`src/rtl/reg_write_arbiter.sv`:
```
// Round-robin arbiter sharing the register-block write port between NREQ writeback sources.
// Define REG_ARB_FIXED_PRIO_EN to replace round-robin with fixed lowest-index priority.
module reg_write_arbiter #(
    parameter int n            = 16,
    parameter int addr_size    = 3,
    parameter int NREQ         = 4,
    parameter int ZERO_DISCARD = 1
) (
    input  logic                      Clock,
    input  logic                      Reset,
    input  logic                      Enable,
    input  logic [NREQ-1:0]           Req,
    input  logic [NREQ*addr_size-1:0] ReqAddr,
    input  logic [NREQ*n-1:0]         ReqData,
    output logic [NREQ-1:0]           Gnt,
    output logic                      We,
    output logic [addr_size-1:0]      Rw,
    output logic [n-1:0]              WData,
    output logic [$clog2(NREQ)-1:0]   LastGnt
);

    localparam int IW = $clog2(NREQ);

    logic [IW-1:0]        ptr;
    logic [IW-1:0]        sel;
    logic                 any;
    logic [addr_size-1:0] sel_addr;
    logic [n-1:0]         sel_data;
    int unsigned          idx;

    // Search upward from ptr with wrap; only Req/Enable/Reset/ptr feed the grant.
    always_comb begin
        Gnt = '0;
        sel = '0;
        any = 1'b0;
        idx = 0;
        if (!Reset && Enable) begin
            for (int unsigned k = 0; k < NREQ; k++) begin
                idx = 32'(ptr) + k;
                if (idx >= 32'(NREQ))
                    idx = idx - 32'(NREQ);
                if (!any && Req[idx[IW-1:0]]) begin
                    any = 1'b1;
                    sel = idx[IW-1:0];
                end
            end
            if (any)
                Gnt[sel] = 1'b1;
        end
    end

    always_comb begin
        sel_addr = '0;
        sel_data = '0;
        for (int unsigned i = 0; i < NREQ; i++) begin
            if (sel == IW'(i)) begin
                sel_addr = ReqAddr[i*addr_size +: addr_size];
                sel_data = ReqData[i*n +: n];
            end
        end
    end

    always_ff @(posedge Clock) begin
        if (Reset) begin
            ptr     <= '0;
            LastGnt <= '0;
            We      <= 1'b0;
            Rw      <= '0;
            WData   <= '0;
        end else begin
            We <= any && !((ZERO_DISCARD != 0) && (sel_addr == '0));
            if (any) begin
                Rw      <= sel_addr;
                WData   <= sel_data;
                LastGnt <= sel;
`ifdef REG_ARB_FIXED_PRIO_EN
                ptr     <= '0;
`else
                ptr     <= (sel == IW'(NREQ - 1)) ? '0 : sel + 1'b1;
`endif
            end
        end
    end

endmodule

```
`config.mk`:
```
export PLATFORM = sky130hd
export DESIGN_NAME = reg_write_arbiter
export DESIGN_NICKNAME = d
export VERILOG_FILES = /design/src/rtl/reg_write_arbiter.sv
export SDC_FILE = /design/constraint.sdc
export NUM_CORES = 1
export LEC_CHECK = 0
export ABC_AREA = 1
export BUFFER_PORTS_ARGS = -buffer_cell sky130_fd_sc_hd__buf_2
export CORE_ASPECT_RATIO = 1.4
export CORE_MARGIN = 4
export CORE_UTILIZATION = 30
export CTS_CLUSTER_SIZE = 24
export DETAILED_ROUTE_END_ITERATION = 10
export RECOVER_POWER = 50
export SETUP_SLACK_MARGIN = 0.1
export SLEW_MARGIN = 0
export SYNTH_ARGS = -nofsm -noshare
export SYNTH_HDL_FRONTEND = slang
export SYNTH_SLANG_ARGS = --single-unit
export TNS_END_PERCENT = 5
```
`constraint.sdc`:
```
create_clock -name Clock -period 2.7 [get_ports Clock]
set_input_delay 0.27 -clock Clock [delete_from_list [all_inputs] [get_ports Clock]]
set_output_delay 0.27 -clock Clock [all_outputs]
set_load 0.1 [all_outputs]
```
* Word-level counts from Yosys, hierarchy flattened
Cells that the tools add are included.
** Word-level totals
- Register bits after elaboration :: 24
- Word-level logic and storage cells :: 83
** Cells by class
- Add/sub/neg operators :: 8
- Order comparisons :: 10
- Equal/unequal tests :: 3
- Muxes and demuxes :: 44
- Reductions and logical operators :: 13
** Operator list (number)
- two-way mux 16 bit :: 4
- two-way mux 2 bit :: 15
- less-than comparator 2 x 3 -> 1 bit, second input constant :: 5
- two-way mux 1 bit :: 14
- two-way mux 3 bit :: 4
- greater-or-equal comparator 3 bit, second input constant :: 3
- binary-select mux 1 bit (select 2 bit) :: 4
- two-way mux 4 bit :: 2
- subtractor 2 x 1 -> 2 bit, second input constant :: 4
- adder 2 x 2 -> 3 bit, second input constant :: 2
- logical AND 1 bit :: 6
- logical NOT 1 bit :: 5
- == test 2 bit, second input constant :: 2
- adder 2 x 1 -> 3 bit, second input constant :: 1
- greater-or-equal comparator 2 x 3 -> 1 bit, second input constant :: 1
- logical NOT 3 bit :: 1
- adder 2 x 1 -> 2 bit, second input constant :: 1
- demux 1 bit (select 2 bit) :: 1
- == test 2 x 1 -> 1 bit, second input constant :: 1
- greater-or-equal comparator 2 x 1 -> 1 bit, second input constant :: 1
- logical NOT 2 bit :: 1

* Depth between registers and ports, before layout
- Depth after elaboration :: 28
- Mapped depth :: 22
- Mapped depth without buffers :: 21

* Worst setup path before layout
Ideal clock, no wire load.
- Path type :: reg-to-output
- Start point :: register ptr[0]
- End point :: output port Gnt[3]
- Data arrival time :: 2481 ps
- Path slack :: -51 ps
- Cell stages (with the launch flop) :: 13
- Cells stage by stage :: dfxtp_1 buf_6 inv_4 nand2_1 nand2_1 inv_1 nor2_1 nor2_2 nand3_4 nand2_8 inv_6 nand3_1 nor2_1
** Between the ends
- Longest elaborated chain between the ends :: 25
- Elaborated cells between the ends (all ways) :: 53
** Ends and longest elaborated chain
- from (decl) :: RTL line 24 : logic [IW-1:0] ptr;
- from (signal assigned) :: RTL line 79 : ptr <= (sel == IW'(NREQ - 1)) ? '0 : sel + 1'b1;
- greater-or-equal comparator 2 x 3 -> 1 bit / subtractor 2 x 1 -> 2 bit (equally long branches) :: RTL line 40, 41
- two-way mux 2 bit :: RTL line 40 : if (idx >= 32'(NREQ))
- two-way mux 2 bit :: RTL line 37 : if (!Reset && Enable) begin
- binary-select mux 1 bit (select 2 bit) :: RTL line 42 : if (!any && Req[idx[IW-1:0]]) begin
- two-way mux 1 bit (not written as such) :: RTL line 42
- two-way mux 1 bit :: RTL line 42
- two-way mux 1 bit :: RTL line 37
- logical NOT 1 bit :: RTL line 42
- [... 9 more ...]
- two-way mux 2 bit :: RTL line 42
- two-way mux 2 bit :: RTL line 37
- less-than comparator 2 x 3 -> 1 bit (not written as such) / greater-or-equal comparator 2 x 1 -> 1 bit (equally long branches) :: RTL line 48 : Gnt[sel] = 1'b1;
- logical AND 1 bit (not written as such) :: RTL line 48
- two-way mux 1 bit (not written as such) :: RTL line 48
- demux 1 bit (select 2 bit) :: RTL line 48
- two-way mux 4 bit (*) :: RTL line 47 : if (any)
- two-way mux 4 bit (*) :: RTL line 37
- to (decl) :: RTL line 15 : output logic [NREQ-1:0] Gnt,
Mark *: on every way between the ends. The rest lies on a longest branch, timed or not. The select of a mux whose other input is x is not followed.

* Final worst setup path
- Start point :: register ptr[0]
- End point :: register WData[10]
** Between the ends
- Longest elaborated chain between the ends :: 25
- Elaborated cells between the ends (all ways) :: 56
** Ends and longest elaborated chain
- greater-or-equal comparator 2 x 3 -> 1 bit / subtractor 2 x 1 -> 2 bit (equally long branches) :: RTL line 40, 41
- two-way mux 2 bit :: RTL line 40
- two-way mux 2 bit :: RTL line 37
- binary-select mux 1 bit (select 2 bit) :: RTL line 42
- two-way mux 1 bit (not written as such) :: RTL line 42
- two-way mux 1 bit :: RTL line 42
- two-way mux 1 bit :: RTL line 37
- logical NOT 1 bit :: RTL line 42
- [... 7 more ...]
- logical NOT 1 bit :: RTL line 42
- logical AND 1 bit :: RTL line 42
- two-way mux 2 bit (*) :: RTL line 42
- two-way mux 2 bit (*) (2 in a row) :: RTL line 37
- via sel[1] :: RTL line 25 : logic [IW-1:0] sel;
- logical NOT 2 bit :: RTL line 56 : if (sel == IW'(i)) begin
- two-way mux 16 bit (3 in a row) :: RTL line 56
- two-way mux 16 bit (*) :: RTL line 56
- to (signal assigned) :: RTL line 74 : WData <= sel_data;
- to (decl) :: RTL line 18 : output logic [n-1:0] WData,
The timed path passes the listed nets; every way through them passes the cells marked *. The select of a mux whose other input is x is not followed.
A chain may end at the register's enable or synchronous reset.

==> flow_summary.ini <==
[global_route]
grt_remaining_overflow = 0
track_usage_pct = 15.5
antenna_found_initial = 0
grt_pass1_wl_um = 9120
grt_pass1_vias = 2136
grt_max_degree = 24

[clock_network]
ctsHoldBuffers = 0
cts_sinks = 24
clk_latency_ns = 0.27
tritoncts = done
cts_buffers = 3
cts.clk_slew.worst_paths_ns = 0.09
cts_root_buffer = clkbuf_8
cts_buffer_depth = 2
cts_max_level = 1

[cells_and_area]
drive_gt1_share_pct = 31.7
final_nets = 514
fill_cells = 634
instances_no_fill = 496
diodes = 0
multi_input_area_um2 = 1210
seq_area_um2 = 485
final_common_cell = nand2_1
area_growth_syn_to_layout_pct = 48.8
layout_common_cells = nand2_1 (132), buf_2 (84), nand3_1 (27)

[placed_design]
port_buffers = 108
post-place-ws_ns = -0.0380
dpl.hpwl_um = 4780
gp_routability_congestion = 0.776
place_inst = 481

[power]
p_leak_nw = 1.45
irDropWorstVdd_mv = 0.499
power.density_nw_per_um2 = 1060

[routing]
firstDrtPassIters = 4
viasPerCell = 4.60
routed_wl_um = 6070
dr_total_vias = 2284
postRouteAntennaNets = 0
wl_per_cell_um = 12.2
drtIter0Drc = 84
drc = 0

[yosys]
ys_warn_count = 0
synth_top_cell_area_share_pct = 27.6
synth-edff-count = 0
syn_area_um2 = 1790
async_flop_share_pct = 0
syn_nets = 396
syn_avg_cell_area_um2 = 5.80
ys_seq_elements = 24
ys_seq_area_share_pct = 26.8
ys_types = 21
synth.largest_area_cell = nand2_1
synth_cells = 309
synth_area_leaders = nand2_1 (28%), dfxtp_1 (27%), o21ai_0 (11%), nand3_1 (8.7%), a21oi_1 (5.3%)
synthFlopType = dfxtp_1

[floorplanning]
die_area_um2 = 7290
die_y_um = 99.5
num_rows = 33
die_w_um = 73.3
io_pins = 109
core_um2 = 5820
start_util_pct = 30.8

[run_status]
status = finished, final reports clean

[timing]
skew_ns = 0.00164
drv_slew = 0
min_period_over_period_pct = 91.1
setup_ws_ns = 0.240
hold_viol = 0
grt_setup_unrepaired = true
relSlewSlack_pct = 21.2
period_minus_slack_ns = 2.46
worst_pin_slew_ns = 1.19
finalSetupViolCount = 0
fmax_ghz = 0.407

[setup_path]
setup.worst_path.end_class = register
cp.required_ns = 2.92
r2r_setup_slack_ns = 0.24
crit_path_start = ptr[0]$_SDFFE_PP0P_
critPathKind = register to register
timing.rr.start = ptr[0]$_SDFFE_PP0P_
crit_fanout = 17
arrival_ns = 2.68
start_kind = register

[min_path]
hold_start = ReqData[55]
hp-class = input pin to register

[run]
maxCapViolCount = 0
[registers in the layout, summed over array words and instances (netlist names)]
name / flops
LastGnt: 2
Rw: 3
WData: 16
We: 1
ptr: 2
[through the flow]
step	area, um^2	utilization [%]	setup TNS, ns	hold WS, ns	total power, mW
after detailed placement	2400	41.3	-0.0394	0.459	2.31
final	2670	45.8	0	0.302	2.83
after CTS	2480	42.6	0	0.298	2.64
after global placement	2400	41.3	-0.0318	0.450	2.31
after floorplan	1800	-	0	0.482	1.98
after global routing	2670	45.8	0	0.318	3.02
[kinds of logic (layout without fill, tap and decap cells)]
logic type	after synthesis	in the layout	synth area share, %
and+or+nand+nor	185	185	44.0
AOI/OAI and AO/OA	57	57	15.9
adders and majority gates	4	4	2.79
DFF	24	24	26.8
buffers and inverters	39	156	10.5
[power breakdown]
| group | leakage [nW] | internal (mW) | switching (mW) |
|---|---|---|---|
| combinational | 1.22 | 0.537 | 1.45 |
| sequential | 0.199 | 0.457 | 0.0642 |
| clock | 0.0357 | 0.198 | 0.123 |
| total | 1.45 | 1.19 | 1.64 |
[Yosys cell counts (3+ instances only)]
cell type and count:
a21oi_1 19, nand2_2 3, dfxtp_1 24, nor2_1 12, nand2_1 132, o21ai_0 38, inv_1 19, buf_2 4
ha_1 4, nand3_1 31, clkbuf_1 7, buf_6 4
[metal layers]
layer	routed length [um]	vias up	share of wire (%)	global-route usage, %
li1	-	1218	-	-
met1	2440	970	40	17.2
met2	3060	92	50	28.7
met3	532	4	8.8	3.64
met4	41	0	0.68	4.18
met5	0	-	0	0
[worst max-delay path, cell delays in order, from the launching register on]
cell	delay, ns
dfxtp_4	0.38
buf_2	0.14
nand2_1	0.08
nand2_2	0.08
nand2_2	0.10
nand2_2	0.06
nor2_4	0.17
nand3_1	0.10
nand3_2	0.10
nand3_4	0.12
inv_1	0.12
ha_2	0.21
buf_8	0.16
buf_4	0.13
a21oi_1	0.04
nand2_1	0.07
o21ai_0	0.06
o21ai_0	0.14
nand2_1	0.07
nand2_1	0.06
[final timing paths]
path / end / cells after the start
min: WData[7]$_SDFFE_PP0P_ / 5
max reg2reg: WData[10]$_SDFFE_PP0P_ / 19
max: WData[10]$_SDFFE_PP0P_ / 19
min reg2reg: WData[0]$_SDFFE_PP0P_ / 2
[cell type report]
cell class,count,share of cell area [%]
timing repair buffer,129,27.1
clock inverter,1,1.13
tap,70,3.28
sequential,24,18.2
multi-input combinational,246,45.2
clock buffer,3,1.55
inverter,23,3.52
[timing repair]
| action | 4_1_cts | 5_1_grt |
|---|---|---|
| pin swaps | 0 | 11 |
| setup endpoints to repair | 20 | 24 |
| resized for setup | 4 | 45 |
| buffers inserted | 0 | 10 |
| gates cloned | 0 | 1 |
No activity file was read; power rests on OpenSTA's default activity.
